## src/rtl/core_pkg.sv

```systemverilog
// Shared RV32I core types: immediate-format select and machine word.
package core_pkg;

  localparam int XLEN = 32;

  typedef enum logic [1:0] {
    IMM_I = 2'd0,
    IMM_S = 2'd1,
    IMM_B = 2'd2,
    IMM_J = 2'd3
  } imm_src_t;

  typedef logic [XLEN-1:0] word_t;

endpackage

```

## src/rtl/imm_extend_comb.sv

```systemverilog
// Pure combinational immediate format mux for I/S/B/J.
// The port carries instr[31:7], so full-instruction bit n is instr[n-7] here.
module imm_extend_comb
  import core_pkg::*;
(
  input  imm_src_t    imm_src,
  input  logic [24:0] instr,
  output word_t       imm_ext
);

  always_comb begin
    imm_ext = {{20{instr[24]}}, instr[24:13]};
    case (imm_src)
      IMM_I: imm_ext = {{20{instr[24]}}, instr[24:13]};
      IMM_S: imm_ext = {{20{instr[24]}}, instr[24:18], instr[4:0]};
      IMM_B: imm_ext = {{20{instr[24]}}, instr[0], instr[23:18], instr[4:1], 1'b0};
      IMM_J: imm_ext = {{12{instr[24]}}, instr[12:5], instr[13], instr[23:14], 1'b0};
      default: imm_ext = {{20{instr[24]}}, instr[24:13]};
    endcase
  end

endmodule

```

## src/rtl/imm_extend.sv

```systemverilog
// RV32I immediate generator: combinational result plus a one-stage
// registered copy with valid for the decode->execute pipeline boundary.
module imm_extend
  import core_pkg::*;
#(
  parameter int XLEN = 32
) (
  input  logic            clk,
  input  logic            rst_n,
  input  logic [1:0]      imm_src,
  input  logic [24:0]     instr,
  input  logic            in_valid,
  output logic [XLEN-1:0] imm_ext,
  output logic [XLEN-1:0] imm_ext_q,
  output logic            out_valid
);

  word_t imm_comb;
  word_t imm_d, imm_q;
  logic  vld_d, vld_q;

  imm_extend_comb u_comb (
    .imm_src (imm_src_t'(imm_src)),
    .instr   (instr),
    .imm_ext (imm_comb)
  );

  // Hold the last captured immediate when the slot is empty.
  always_comb begin
    imm_d = imm_q;
    vld_d = in_valid;
    if (in_valid) imm_d = imm_comb;
  end

  always_ff @(posedge clk or negedge rst_n) begin
    if (!rst_n) begin
      imm_q <= '0;
      vld_q <= 1'b0;
    end else begin
      imm_q <= imm_d;
      vld_q <= vld_d;
    end
  end

  assign imm_ext   = imm_comb;
  assign imm_ext_q = imm_q;
  assign out_valid = vld_q;

endmodule

```

## config.mk

```make
export PLATFORM = sky130hd
export DESIGN_NAME = imm_extend
export DESIGN_NICKNAME = d
export VERILOG_FILES = /design/src/rtl/core_pkg.sv /design/src/rtl/imm_extend_comb.sv /design/src/rtl/imm_extend.sv
export SDC_FILE = /design/constraint.sdc
export NUM_CORES = 1
export LEC_CHECK = 0
export BUFFER_PORTS_ARGS = -buffer_cell sky130_fd_sc_hd__buf_4
export CAP_MARGIN = 20
export CORE_MARGIN = 2
export CORE_UTILIZATION = 40
export CTS_BUF_LIST = sky130_fd_sc_hd__clkbuf_4 sky130_fd_sc_hd__clkbuf_8
export DETAILED_ROUTE_END_ITERATION = 8
export GPL_TIMING_DRIVEN = 0
export MAX_ROUTING_LAYER = met4
export PLACE_DENSITY = 0.81
export SLEW_MARGIN = 20
export SYNTH_ARGS = -nofsm -noshare
export SYNTH_HDL_FRONTEND = slang
export SYNTH_SLANG_ARGS = --single-unit
```

## constraint.sdc

```tcl
create_clock -name clk -period 1 [get_ports clk]
set_input_delay 0.2 -clock clk [delete_from_list [all_inputs] [get_ports clk]]
set_output_delay 0.2 -clock clk [all_outputs]
set_load 0.05 [all_outputs]
```

==> metrics.cfg, run 1 <==
[clock_tree]
clkSinkCount = 22
cts-root-buf = clkbuf_4
htree_levels = 1
cts_buffers = 3
cts_buffer_depth = 2

[synth]
ys_ff_latch = 22
syn_inst = 95
synth_warnings = 0
synth.cell_area_um2 = 1200
yosysSeqAreaShare_pct = 45.8
syn_avg_cell_area_um2 = 12.7
synth_nets = 125
synth.distinct_cells = 10

[floorplan]
die_h_um = 58.8
dieWidth_um = 58.8
io_pins = 95
start_util_pct = 42.9
placementRows = 19

[placed_design]
gp_congestion = 0.700
post-dp-hpwl_um = 2490
dp_cells = 220
numPortBuffers = 94

[global_route]
antenna_found_initial = 0
grt_max_degree = 23

[run_status]
tool.error = [ERROR DPL-0033] detailed placement checks failed during check placement.
outcome = did not finish
failed_stage = global routing

[sta]
endpoint_type = output port
crit_endpoint = imm_ext_q[27]

[cells by family after synthesis]
family                 after synthesis  synth area share (%)
AND/OR/NAND/NOR                      2                 0.625
multiplexers                        27                  25.1
XOR/XNOR                             1                  1.35
AO/OA/AOI/OAI                       10                  7.18
buffers and inverters               33                  20.0
flip-flops                          22                  45.8
[what timing repair did]
action	4_1_cts
hold buffers	1
gates resized for setup	68
buffers inserted	14
setup endpoints to repair	49
hold endpoints to repair	22
pin swaps	2
[synth_stat cells]
| cell | instances | area [µm²] |
|---|---|---|
| mux2_2 | 25 | 282 |
| buf_2 | 3 | 15.0 |
| buf_4 | 30 | 225 |
| mux2i_1 | 2 | 20.0 |
| xor2_2 | 1 | 16.3 |
| nor2_1 | 2 | 7.51 |
| a31o_2 | 8 | 70.1 |
| dfrtp_1 | 22 | 551 |
| a21oi_1 | 1 | 5.00 |
| a21boi_2 | 1 | 11.3 |
[per-stage QoR]
stage | instance area (µm²) | worst slack (ns)
floorplan | 1420 | -0.220
detailed placement | 2160 | -0.355
CTS | 2620 | -0.380
global placement | 2160 | -0.334
==> run 2, diff against run 1 <==
--- a/config.mk
+++ b/config.mk
@@ -7,13 +7,11 @@
 export LEC_CHECK = 0
 export BUFFER_PORTS_ARGS = -buffer_cell sky130_fd_sc_hd__buf_4
 export CAP_MARGIN = 20
-export CORE_MARGIN = 2
-export CORE_UTILIZATION = 40
-export CTS_BUF_LIST = sky130_fd_sc_hd__clkbuf_4 sky130_fd_sc_hd__clkbuf_8
+export CORE_AREA = 2 2 63 65
 export DETAILED_ROUTE_END_ITERATION = 8
+export DIE_AREA = 0 0 65 67
 export GPL_TIMING_DRIVEN = 0
-export MAX_ROUTING_LAYER = met4
-export PLACE_DENSITY = 0.81
+export PLACE_DENSITY_LB_ADDON = 0.15
 export SLEW_MARGIN = 20
 export SYNTH_ARGS = -nofsm -noshare
 export SYNTH_HDL_FRONTEND = slang
==> run 2 against run 1 <==
Net effect: the flow now finishes, with violations (negative setup slack); synthesized area is the same; synthesized cell count did not move.
==> metrics.cfg, run 2 <==
[run_status]
outcome = finished, violations left  ; was did not finish
violations = negative setup slack

[setup_path]
critPathKind = reg -> out
timing.rr.start = imm_ext_q[30]
arrival_ns = 1.10
cp-end-kind = output port
cp-start-kind = register
required_ns = 0.80
crit_start = imm_ext_q[30]
ff2ff_setup_slack_ns = 0.08
crit_fanout = 13

[worst_hold_path]
hold_class = in -> reg
min-delay-start = in_valid

[sta]
fin_crit_sh_pct = 130
relSlewSlack_pct = 74.5
rsz0062_at_grt = true
hold_viol = 0
setup_viol = 50
timing.fmax_mhz = 769
tightest_slew_ns = 0.382
period_needed_ns = 1.30
skew_ns = 0
slew_violations = 0
setup_slack_ns = -0.300

[synth]
synth_top_area_share_pct = 45.8  ; unchanged
syn_avg_cell_area_um2 = 12.7  ; unchanged
ys_ff_latch = 22  ; unchanged
syn_inst = 95  ; unchanged
synth.distinct_cells = 10  ; unchanged
synth_warnings = 0  ; unchanged
ys_dominant_reg_cell = dfrtp_1  ; unchanged
synthArstFlopShare_pct = 100  ; unchanged
synth_nets = 125  ; unchanged
synth_most_common_cell = buf_4  ; unchanged
synth_area_leaders = dfrtp_1 (46%), mux2_2 (23%), buf_4 (19%), a31o_2 (5.8%), mux2i_1 (1.7%)  ; unchanged
synth.cell_area_um2 = 1200  ; unchanged
ys_top_cells_by_count = buf_4 (30), mux2_2 (25), dfrtp_1 (22)  ; unchanged
synth_largest_area_cell = dfrtp_1  ; unchanged
synth-edff-count = 0  ; unchanged
yosysSeqAreaShare_pct = 45.8  ; unchanged

[clock_tree]
cts_tree = yes
cts_buffers = 3  ; unchanged
cts_buffer_depth = 2  ; unchanged
clk_latency_ns = 0.26
clkTransAtPathRegs_ns = 0.08
htree_levels = 1  ; unchanged
cts-root-buf = clkbuf_8  ; was clkbuf_4
clkSinkCount = 22  ; unchanged

[floorplan]
start_util_pct = 33.3  ; was 42.9%
core-area_um2 = 3610
die_h_um = 67  ; was 58.8 µm
io_pins = 95  ; unchanged
dieArea_um2 = 4360
dieWidth_um = 65  ; was 58.8 µm
placementRows = 22  ; was 19

[global_route]
antenna_found_initial = 0
grt_max_degree = 23
grt.total_usage_pct = 17.1
overflow = 0
grt_pass1_vias = 1132
grt_pass1_wl_um = 5580

[power]
p_per_area_nw_per_um2 = 1450
ir_worst_vdd_mv = 0.645
p_leak_nw = 1.36
fin_total_pwr_mw = 3.91

[final_layout]
antennaDiodeCount = 0
nets = 246
seq_area_um2 = 554
layout_commonest_cell = buf_4
postLayoutCellArea_um2 = 2690
largest_reg_flops = 21
drive_above_1_share_pct = 89.3
final_util_pct = 74.6
layout_common_cells = buf_4 (93), buf_6 (37), dfrtp_1 (21)
fill_cells = 244
area_growth_pct = 124
multiInputGateArea_um2 = 608

[detailed_routing]
ant_nets = 0
route.detailed.drc = 0
num_vias = 1106
vias_per_cell = 4.21
wire_per_inst_um = 13.5
drt-initial-drc-count = 11
routed_wl_um = 3540
firstDrtPassIters = 4

[placed_design]
numPortBuffers = 94  ; unchanged
post_dp_cell_area_um2 = 2180  ; was 2160 µm²
gp_congestion = 0.611  ; was 0.700
post-dp-hpwl_um = 2480  ; was 2490 µm
pre_cts_ws_ns = -0.362  ; was -0.355 ns

[flow_run]
cap_violations = 0

## run 2: cell counts after synthesis
Identical to the previous run, type by type.
## run 2: repair_timing
item / 4_1_cts / 5_1_grt
setup endpoints to repair: 51 / 53
hold buffers: 1 / 0
setup buffers: 14 / 8
gates resized for setup: 61 / 8
pin swaps: 2 / 2
cloned: 1 / 0
endpoints found under the hold margin: 22 / 0
## run 2: power breakdown
part | leakage (nW) | switching (mW) | internal [mW] | total, mW
combinational | 1.07 | 1.22 | 0.986 | 2.20
clock | 0.0288 | 0.275 | 0.350 | 0.625
sequential | 0.259 | 0.0883 | 0.998 | 1.09
total | 1.36 | 1.58 | 2.33 | 3.91
## run 2: logic make-up after synthesis
logic type,share of synthesized area (%)
AOI/OAI and AO/OA,7.18
xor gates and xnor gates,1.35
DFF,45.8
muxes,25.1
buffers and inverters,20.0
and+or+nand+nor,0.625
## run 2: path summary, 6_finish.rpt
check	end	cells past startpoint
setup / recovery	imm_ext_q[23]	2
hold / removal	out_valid	1
setup reg to reg	imm_ext_q[30]	1
hold reg to reg	imm_ext_q[8]	1
max in group asynchronous	imm_ext_q[30]	2
min in group asynchronous	imm_ext_q[8]	2
## run 2: routing by layer
layer	global-route usage, %	part of all wire, %	up-vias
li1	-	-	545
met1	20.1	37	518
met2	31.2	57	43
met3	2.53	5.9	0
met4	6.38	0	0
met5	0	0	-
## run 2: through the flow
step | hold WS [ns] | std cells | setup TNS [ns]
after floorplan | -0.0956 | 95 | -1.49
after global placement | 0.104 | 237 | -8.10
after detailed placement | 0.102 | 237 | -8.72
after CTS | 0.0747 | 257 | -6.50
after global routing | 0.0673 | 263 | -9.15
final | 0.0762 | 263 | -7.34
## run 2: worst max-delay path, cell delays in order (launching register included)
cell and delay (ns):
dfrtp_4 0.54, buf_4 0.16, buf_6 0.14
## run 2: final cells by class
class | instances | area share (%)
Tap cell | 48 | 2.23
Clock buffer | 4 | 2.05
Multi-Input combinational cell | 40 | 22.6
Buffer | 33 | 9.95
Timing Repair Buffer | 116 | 42.6
Sequential cell | 22 | 20.6
No activity file was read; power rests on OpenSTA's default activity.
